### src/rtl/mem_bus_pkg.sv
// Shared types and constants for the two-master memory bus arbiter.
package mem_bus_pkg;

    // Arbiter ownership state: nobody, instruction bus, or data bus.
    typedef enum logic [1:0] {
        IDLE    = 2'd0,
        GRANT_I = 2'd1,
        GRANT_D = 2'd2
    } state_t;

    // Default number of slave wait cycles tolerated before a transfer is aborted.
    localparam int unsigned DEFAULT_TIMEOUT_CYCLES = 255;

    // The instruction bus always fetches full words.
    localparam logic [3:0] IBUS_BYTEENABLE = 4'b1111;

endpackage

### src/rtl/mem_bus_arbiter_if.sv
// Bus bundle between two requesting masters (ibus, dbus), the arbiter and one slave.
//
// Handshake: a master raises its request (ibus_read, or dbus_read/dbus_write)
// with address/data stable and holds it until it sees its stall low in a cycle;
// that cycle is the completion cycle and rddata is valid in it. Towards the slave,
// a transfer completes in a cycle where mem_read or mem_write is high and
// mem_waitrequest is low.
interface mem_bus_arbiter_if;
    logic [31:0] ibus_address;
    logic        ibus_read;
    logic [31:0] ibus_rddata;
    logic        ibus_stall;

    logic [31:0] dbus_address;
    logic [3:0]  dbus_byteenable;
    logic        dbus_read;
    logic        dbus_write;
    logic [31:0] dbus_wrdata;
    logic [31:0] dbus_rddata;
    logic        dbus_stall;

    logic [31:0] mem_address;
    logic [3:0]  mem_byteenable;
    logic        mem_read;
    logic        mem_write;
    logic [31:0] mem_wrdata;
    logic [31:0] mem_rddata;
    logic        mem_waitrequest;

    logic        bus_error;

    // Arbiter side: serves the masters and drives the slave.
    modport slave (
        input  ibus_address, ibus_read,
        output ibus_rddata, ibus_stall,
        input  dbus_address, dbus_byteenable, dbus_read, dbus_write, dbus_wrdata,
        output dbus_rddata, dbus_stall,
        output mem_address, mem_byteenable, mem_read, mem_write, mem_wrdata,
        input  mem_rddata, mem_waitrequest,
        output bus_error
    );

    // Environment side: the two masters plus the memory slave.
    modport master (
        output ibus_address, ibus_read,
        input  ibus_rddata, ibus_stall,
        output dbus_address, dbus_byteenable, dbus_read, dbus_write, dbus_wrdata,
        input  dbus_rddata, dbus_stall,
        input  mem_address, mem_byteenable, mem_read, mem_write, mem_wrdata,
        output mem_rddata, mem_waitrequest,
        input  bus_error
    );
endinterface

### src/rtl/rr_arbiter2.sv
// Two-way round-robin tie-break: a lone requester wins, a tie goes to the
// index that was not served last.
module rr_arbiter2 (
    input  logic [1:0] req,
    input  logic       last_served,
    output logic [1:0] grant
);

    // One-hot grant from the request pair and the last-served index.
    always_comb begin
        grant = 2'b00;
        if (req == 2'b11) begin
            grant = last_served ? 2'b01 : 2'b10;
        end else begin
            grant = req;
        end
    end

endmodule

### src/rtl/mem_bus_arbiter.sv
// Arbitrates an instruction bus and a data bus onto one memory slave.
// Requests are latched on the grant edge so the slave sees stable values even
// if the master withdraws; a wait counter aborts transfers the slave never ends.
module mem_bus_arbiter
    import mem_bus_pkg::*;
#(
    parameter int unsigned TIMEOUT_CYCLES = DEFAULT_TIMEOUT_CYCLES
) (
    input  logic             clk,
    input  logic             rst_n,
    mem_bus_arbiter_if.slave bus,
    output state_t           dbg_state
);

    // Wait-count value that marks the last tolerated wait cycle.
    localparam logic [7:0] WAIT_LAST = 8'(TIMEOUT_CYCLES - 1);

    state_t      state_q, state_d;
    logic [7:0]  wait_q;
    logic        last_q;          // index last served: 1 = dbus, 0 = ibus
    logic [31:0] addr_q;
    logic [3:0]  be_q;
    logic        rd_q;
    logic        wr_q;
    logic [31:0] wrdata_q;
    logic [31:0] ibus_rd_q;
    logic [31:0] dbus_rd_q;

    logic        ibus_req;
    logic        dbus_req;
    logic [1:0]  grant;           // bit 1 = dbus, bit 0 = ibus
    logic        granted;
    logic        timeout_hit;
    logic        done;
    logic        done_i;
    logic        done_d;
    logic [31:0] cpl_data;

    assign ibus_req    = bus.ibus_read;
    assign dbus_req    = bus.dbus_read | bus.dbus_write;
    assign granted     = (state_q != IDLE);
    assign timeout_hit = granted & bus.mem_waitrequest & (wait_q == WAIT_LAST);
    assign done        = granted & (~bus.mem_waitrequest | timeout_hit);
    assign done_i      = done & (state_q == GRANT_I);
    assign done_d      = done & (state_q == GRANT_D);
    assign cpl_data    = timeout_hit ? 32'h0 : bus.mem_rddata;

    rr_arbiter2 u_rr (
        .req         ({dbus_req, ibus_req}),
        .last_served (last_q),
        .grant       (grant)
    );

    // State register.
    always_ff @(posedge clk or negedge rst_n) begin
        if (!rst_n) begin
            state_q <= IDLE;
        end else begin
            state_q <= state_d;
        end
    end

    // Next state: grant from IDLE, back to IDLE once the transfer ends or aborts.
    always_comb begin
        state_d = state_q;
        case (state_q)
            IDLE: begin
                if (grant[1]) begin
                    state_d = GRANT_D;
                end else if (grant[0]) begin
                    state_d = GRANT_I;
                end
            end
            GRANT_I, GRANT_D: begin
                if (done) begin
                    state_d = IDLE;
                end
            end
            default: state_d = IDLE;
        endcase
    end

    // Latch the winner's request on the grant edge; clear it when the transfer ends
    // so the slave outputs are zero whenever the arbiter is idle.
    always_ff @(posedge clk or negedge rst_n) begin
        if (!rst_n) begin
            wait_q   <= '0;
            last_q   <= 1'b0;
            addr_q   <= '0;
            be_q     <= '0;
            rd_q     <= 1'b0;
            wr_q     <= 1'b0;
            wrdata_q <= '0;
        end else if (state_q == IDLE) begin
            wait_q <= '0;
            if (grant[1]) begin
                addr_q   <= bus.dbus_address;
                be_q     <= bus.dbus_byteenable;
                rd_q     <= bus.dbus_read & ~bus.dbus_write;
                wr_q     <= bus.dbus_write;
                wrdata_q <= bus.dbus_wrdata;
                last_q   <= 1'b1;
            end else if (grant[0]) begin
                addr_q   <= bus.ibus_address;
                be_q     <= IBUS_BYTEENABLE;
                rd_q     <= 1'b1;
                wr_q     <= 1'b0;
                wrdata_q <= '0;
                last_q   <= 1'b0;
            end
        end else if (done) begin
            wait_q   <= '0;
            addr_q   <= '0;
            be_q     <= '0;
            rd_q     <= 1'b0;
            wr_q     <= 1'b0;
            wrdata_q <= '0;
        end else begin
            wait_q <= wait_q + 8'd1;
        end
    end

    // Remember the last delivered read data; withdrawn requests and writes leave it alone.
    always_ff @(posedge clk or negedge rst_n) begin
        if (!rst_n) begin
            ibus_rd_q <= '0;
            dbus_rd_q <= '0;
        end else begin
            if (done_i & ibus_req) begin
                ibus_rd_q <= cpl_data;
            end
            if (done_d & dbus_req & rd_q) begin
                dbus_rd_q <= cpl_data;
            end
        end
    end

    assign bus.ibus_rddata    = (done_i & ibus_req) ? cpl_data : ibus_rd_q;
    assign bus.ibus_stall     = ibus_req & ~done_i;
    assign bus.dbus_rddata    = (done_d & dbus_req & rd_q) ? cpl_data : dbus_rd_q;
    assign bus.dbus_stall     = dbus_req & ~done_d;
    assign bus.mem_address    = addr_q;
    assign bus.mem_byteenable = be_q;
    assign bus.mem_read       = rd_q;
    assign bus.mem_write      = wr_q;
    assign bus.mem_wrdata     = wrdata_q;
    assign bus.bus_error      = timeout_hit;
    assign dbg_state          = state_q;

endmodule

### src/flat_wrapper.sv
// flat-port wrapper written by rule: the top's interface ports become plain ports
module mem_bus_arbiter_flat import mem_bus_pkg::*;
#(
    parameter int unsigned TIMEOUT_CYCLES = DEFAULT_TIMEOUT_CYCLES
)
  (clk, rst_n, dbg_state, bus_ibus_address, bus_ibus_read, bus_ibus_rddata, bus_ibus_stall, bus_dbus_address, bus_dbus_byteenable, bus_dbus_read, bus_dbus_write, bus_dbus_wrdata, bus_dbus_rddata, bus_dbus_stall, bus_mem_address, bus_mem_byteenable, bus_mem_read, bus_mem_write, bus_mem_wrdata, bus_mem_rddata, bus_mem_waitrequest, bus_bus_error);
  mem_bus_arbiter_if bus_i ();
  input  logic clk;
  input  logic rst_n;
  output state_t dbg_state;
  input wire logic [$bits(bus_i.ibus_address)-1:0] bus_ibus_address;
  input wire logic [$bits(bus_i.ibus_read)-1:0] bus_ibus_read;
  output wire logic [$bits(bus_i.ibus_rddata)-1:0] bus_ibus_rddata;
  output wire logic [$bits(bus_i.ibus_stall)-1:0] bus_ibus_stall;
  input wire logic [$bits(bus_i.dbus_address)-1:0] bus_dbus_address;
  input wire logic [$bits(bus_i.dbus_byteenable)-1:0] bus_dbus_byteenable;
  input wire logic [$bits(bus_i.dbus_read)-1:0] bus_dbus_read;
  input wire logic [$bits(bus_i.dbus_write)-1:0] bus_dbus_write;
  input wire logic [$bits(bus_i.dbus_wrdata)-1:0] bus_dbus_wrdata;
  output wire logic [$bits(bus_i.dbus_rddata)-1:0] bus_dbus_rddata;
  output wire logic [$bits(bus_i.dbus_stall)-1:0] bus_dbus_stall;
  output wire logic [$bits(bus_i.mem_address)-1:0] bus_mem_address;
  output wire logic [$bits(bus_i.mem_byteenable)-1:0] bus_mem_byteenable;
  output wire logic [$bits(bus_i.mem_read)-1:0] bus_mem_read;
  output wire logic [$bits(bus_i.mem_write)-1:0] bus_mem_write;
  output wire logic [$bits(bus_i.mem_wrdata)-1:0] bus_mem_wrdata;
  input wire logic [$bits(bus_i.mem_rddata)-1:0] bus_mem_rddata;
  input wire logic [$bits(bus_i.mem_waitrequest)-1:0] bus_mem_waitrequest;
  output wire logic [$bits(bus_i.bus_error)-1:0] bus_bus_error;
  assign bus_i.ibus_address = bus_ibus_address;
  assign bus_i.ibus_read = bus_ibus_read;
  assign bus_ibus_rddata = bus_i.ibus_rddata;
  assign bus_ibus_stall = bus_i.ibus_stall;
  assign bus_i.dbus_address = bus_dbus_address;
  assign bus_i.dbus_byteenable = bus_dbus_byteenable;
  assign bus_i.dbus_read = bus_dbus_read;
  assign bus_i.dbus_write = bus_dbus_write;
  assign bus_i.dbus_wrdata = bus_dbus_wrdata;
  assign bus_dbus_rddata = bus_i.dbus_rddata;
  assign bus_dbus_stall = bus_i.dbus_stall;
  assign bus_mem_address = bus_i.mem_address;
  assign bus_mem_byteenable = bus_i.mem_byteenable;
  assign bus_mem_read = bus_i.mem_read;
  assign bus_mem_write = bus_i.mem_write;
  assign bus_mem_wrdata = bus_i.mem_wrdata;
  assign bus_i.mem_rddata = bus_mem_rddata;
  assign bus_i.mem_waitrequest = bus_mem_waitrequest;
  assign bus_bus_error = bus_i.bus_error;
  mem_bus_arbiter #(.TIMEOUT_CYCLES(TIMEOUT_CYCLES)) u_core (.clk(clk), .rst_n(rst_n), .bus(bus_i), .dbg_state(dbg_state));
endmodule
### config.mk
export PLATFORM = sky130hd
export DESIGN_NAME = mem_bus_arbiter_flat
export DESIGN_NICKNAME = d
export VERILOG_FILES = /design/src/rtl/mem_bus_pkg.sv /design/src/rtl/mem_bus_arbiter_if.sv /design/src/rtl/rr_arbiter2.sv /design/src/rtl/mem_bus_arbiter.sv /design/src/flat_wrapper.sv
export SDC_FILE = /design/constraint.sdc
export NUM_CORES = 1
export LEC_CHECK = 0
export BUFFER_PORTS_ARGS = -buffer_cell sky130_fd_sc_hd__buf_2
export CORE_MARGIN = 2
export CORE_UTILIZATION = 45
export CTS_CLUSTER_SIZE = 20
export DETAILED_ROUTE_END_ITERATION = 10
export PLACE_DENSITY = 0.74
export SKIP_LAST_GASP = 1
export SYNTH_ARGS = -nofsm -noshare
export SYNTH_HDL_FRONTEND = slang
export SYNTH_SLANG_ARGS = --single-unit
### constraint.sdc
create_clock -name clk -period 3 [get_ports clk]
set_input_delay 0.6 -clock clk [delete_from_list [all_inputs] [get_ports clk]]
set_output_delay 0.6 -clock clk [all_outputs]
set_load 0.03 [all_outputs]
==> flow_metrics.py <==
metrics = {
    "outcome": {
        "status": "complete, no violations",
    },
    "detailed_routing": {
        "postRouteAntennaNets": 0,
        "drtIter0Drc": 277,
        "route.detailed.wl_per_inst_um": 16.9,
        "drcViolationCount": 0,
        "firstDrtPassIters": 4,
        "vias": 6384,
        "wirelength_um": 20700,
        "avgViaCountPerCell": 5.20,
    },
    "grt": {
        "grt_max_degree": 70,
        "grt_pass1_wl_um": 32800,
        "track_usage": 0.234,
        "gr-total-overflow": 0,
        "grt_pass1_vias": 6314,
        "antenna_found_initial": 0,
    },
    "synthesis": {
        "synth_ff_type": "dfrtp_1",
        "synth_area_um2": 7270,
        "synthTopCellsByCount": "dfrtp_1, inv_1, o21ai_0, mux2i_1, nand2_1",
        "ys_ff_latch": 145,
        "netlist_top_cells_area": "dfrtp_1, mux2i_1, o21ai_0",
        "yosysMostFrequentCell": "dfrtp_1",
        "ys_warn_count": 0,
        "async_reset_ff_frac": 1.00,
        "synth_top_area_frac": 0.499,
        "yosysTopAreaCell": "dfrtp_1",
        "synth_edf_count": 0,
        "seq_area_frac_synth": 0.499,
        "yosysUniqueCellTypes": 38,
        "netlist_instances": 736,
        "syn_area_per_cell_um2": 9.88,
        "syn-num-nets": 879,
    },
    "floorplanning": {
        "initial_core_util": 0.459,
        "dieArea_um2": 17200,
        "pin_count": 277,
        "core_area_um2": 15800,
        "rows": 46,
        "die_x_um": 131,
        "die_height_um": 131,
    },
    "sta": {
        "finalSetupViolCount": 0,
        "fin_skew_ps": 9.11,
        "fin_ws_ps": 51.4,
        "fin_setup_tns_ps": 0,
        "slew-limit-headroom": 0.373,
        "worstMarginPinSlew_ps": 939,
        "drv_slew": 0,
        "fin_crit_sh": 0.983,
        "max_freq_mhz": 339,
        "fin_crit_ps": 2950,
        "rsz0062_at_grt": "true",
        "hold_viol_final": 0,
    },
    "critical_path": {
        "r2r_start": "u_core.dbg_state[0]$_DFFE_PN0P_",
        "crit_path_start_kind": "register",
        "regToRegEndpoint": "u_core.bus.mem_address[0]$_DFFE_PN0P_",
        "path_class": "reg -> out",
        "slowest_stage": "dfrtp_1",
        "crit_arrival_ps": 2350,
        "crit_path_max_incr_delay_ps": 430,
        "crit_chain": "inv_1 > ha_4 > nand4b_1 > o22ai_4 > buf_12 > buf_12 > o21ai_0 > buf_4",
        "worst_r2r_path_depth": 7,
        "cp_max_fo": 13,
        "r2r_slack_ps": 860,
        "cp.required_ps": 2400,
        "crit_top_cell": "buf_12",
        "worstSetupEndpointType": "output pin",
    },
    "job": {
        "cap_violations": 0,
    },
    "clock_network": {
        "cts.sinks": 145,
        "cts-root-buf": "clkbuf_16",
        "cts_hold_buffers": 0,
        "clock_path_buffers": 2,
        "clock_latency_ps": 420,
        "cts_tree": "built",
        "cts_inserted_buffers": 17,
        "cts_max_level": 4,
        "clk_pin_slew_ps": 60,
    },
    "layout": {
        "final_nets": 1142,
        "post-route-util": 0.623,
        "area_delta_synth_final_pct": 35.6,
        "drive_gt1_frac": 0.345,
        "n_antenna_cell": 0,
    },
    "power_and_ir_drop": {
        "power_mw": 9.05,
        "peakVddDrop_mv": 0.488,
        "p_per_area_nw_per_um2": 918,
        "leakage_nw": 4.78,
    },
    "hold_path": {
        "hp-class": "in -> async",
    },
    "placed_design": {
        "place_congestion": 0.784,
        "dp_hpwl_um": 13500,
        "port_buffers": 276,
        "place_ws_ps": 328,
    },
}
-- worst max-delay path, delay by kind of cell, from the launching register on --
family                   cells  cell delay [ps]
adder cells (fa/ha/maj)      1              230
AO/OA/AOI/OAI                2              370
flip-flops                   1              430
buffers and inverters        4              670
AND/OR/NAND/NOR              1              220
-- layout make-up --
type                    count  area, um2
well taps                 216        270
clock inverters            14        180
multi-input cells         427       3070
repair buffers            302       1890
clock buffers              18        429
inverters                 106        398
flip-flops and latches    145       3630
fillers                  1272       5970
-- layout by cell type (no fill, tap or decap), drive strengths merged, types with 2 or more instances in the layout --
master / n
o2bb2ai: 3
clkbuf: 32
nor3b: 32
nor2: 9
nand2b: 2
a22o: 2
inv: 111
or3: 3
o21ai: 106
and2: 3
a21oi: 4
o211ai: 4
mux2i: 96
nand4: 2
buf: 287
dfrtp: 145
nand3: 4
clkinvlp: 5
o221ai: 32
bufinv: 3
ha: 5
nand2: 72
a32oi: 33
xor2: 2
-- through the flow --
step	area [um2]	cells	hold WS (ps)
2_1_floorplan	7270	736	304
3_3_place_gp	8950	1189	486
3_5_place_dp	8950	1189	499
4_1_cts	9610	1223	216
5_1_grt	9860	1228	239
6_report	9860	1228	197
-- cell families after synthesis --
kind of cell | Yosys count | synth area share
multiplexers | 96 | 0.132
flip-flops | 145 | 0.499
XOR/XNOR | 3 | 0.00362
AND/OR/NAND/NOR | 130 | 0.0924
AO/OA/AOI/OAI | 193 | 0.174
buffers and inverters | 164 | 0.0900
adder cells (fa/ha/maj) | 5 | 0.00861
-- where the power goes --
group | internal (mW) | switching [mW] | total (mW)
Clock | 1.32 | 0.878 | 2.20
Sequential | 2.47 | 0.383 | 2.85
Combinational | 1.43 | 2.57 | 4.00
-- how the worst max path moves through the flow --
| stage | startpoint | to | slack [ps] | cells past startpoint |
|---|---|---|---|---|
| finish | u_core.dbg_state[0]$_DFFE_PN0P_ | bus_ibus_rddata[2] | 50 | 8 |
| global route | u_core.dbg_state[0]$_DFFE_PN0P_ | bus_dbus_rddata[10] | -50 | 8 |
| CTS | u_core.dbg_state[1]$_DFFE_PN0P_ | bus_dbus_rddata[7] | -30 | 7 |
| detailed placement | u_core.dbg_state[0]$_DFFE_PN0P_ | bus_dbus_rddata[7] | 330 | 7 |
| global placement | u_core.dbg_state[0]$_DFFE_PN0P_ | bus_dbus_rddata[7] | 440 | 7 |
| floorplan | u_core.dbg_state[0]$_DFFE_PN0P_ | bus_dbus_rddata[13] | 120 | 7 |
-- flip-flops by register name, indices dropped and copies added, names as in the netlist --
name	cells
u_core.bus.mem_address	32
u_core.bus.mem_byteenable	4
u_core.bus.mem_read	1
u_core.bus.mem_wrdata	32
u_core.bus.mem_write	1
u_core.dbg_state	2
u_core.dbus_rd_q	32
u_core.ibus_rd_q	32
u_core.last_q	1
u_core.wait_q	8
-- metal layers --
metal / vias up / global-route usage / routed length (um)
li1: 3109 / - / -
met1: 3027 / 0.308 / 9130
met2: 230 / 0.392 / 9980
met3: 18 / 0.0563 / 1360
met4: 0 / 0.0592 / 257
met5: - / 0 / 0
-- repair_timing --
| item | 4_1_cts | 5_1_grt |
|---|---|---|
| endpoints found under the setup margin | 33 | 63 |
| buffers inserted | 1 | 2 |
| resized for setup | 8 | 89 |
| pin swaps | 0 | 1 |
| cloned | 1 | 3 |
No activity file was read; power rests on OpenSTA's default activity.
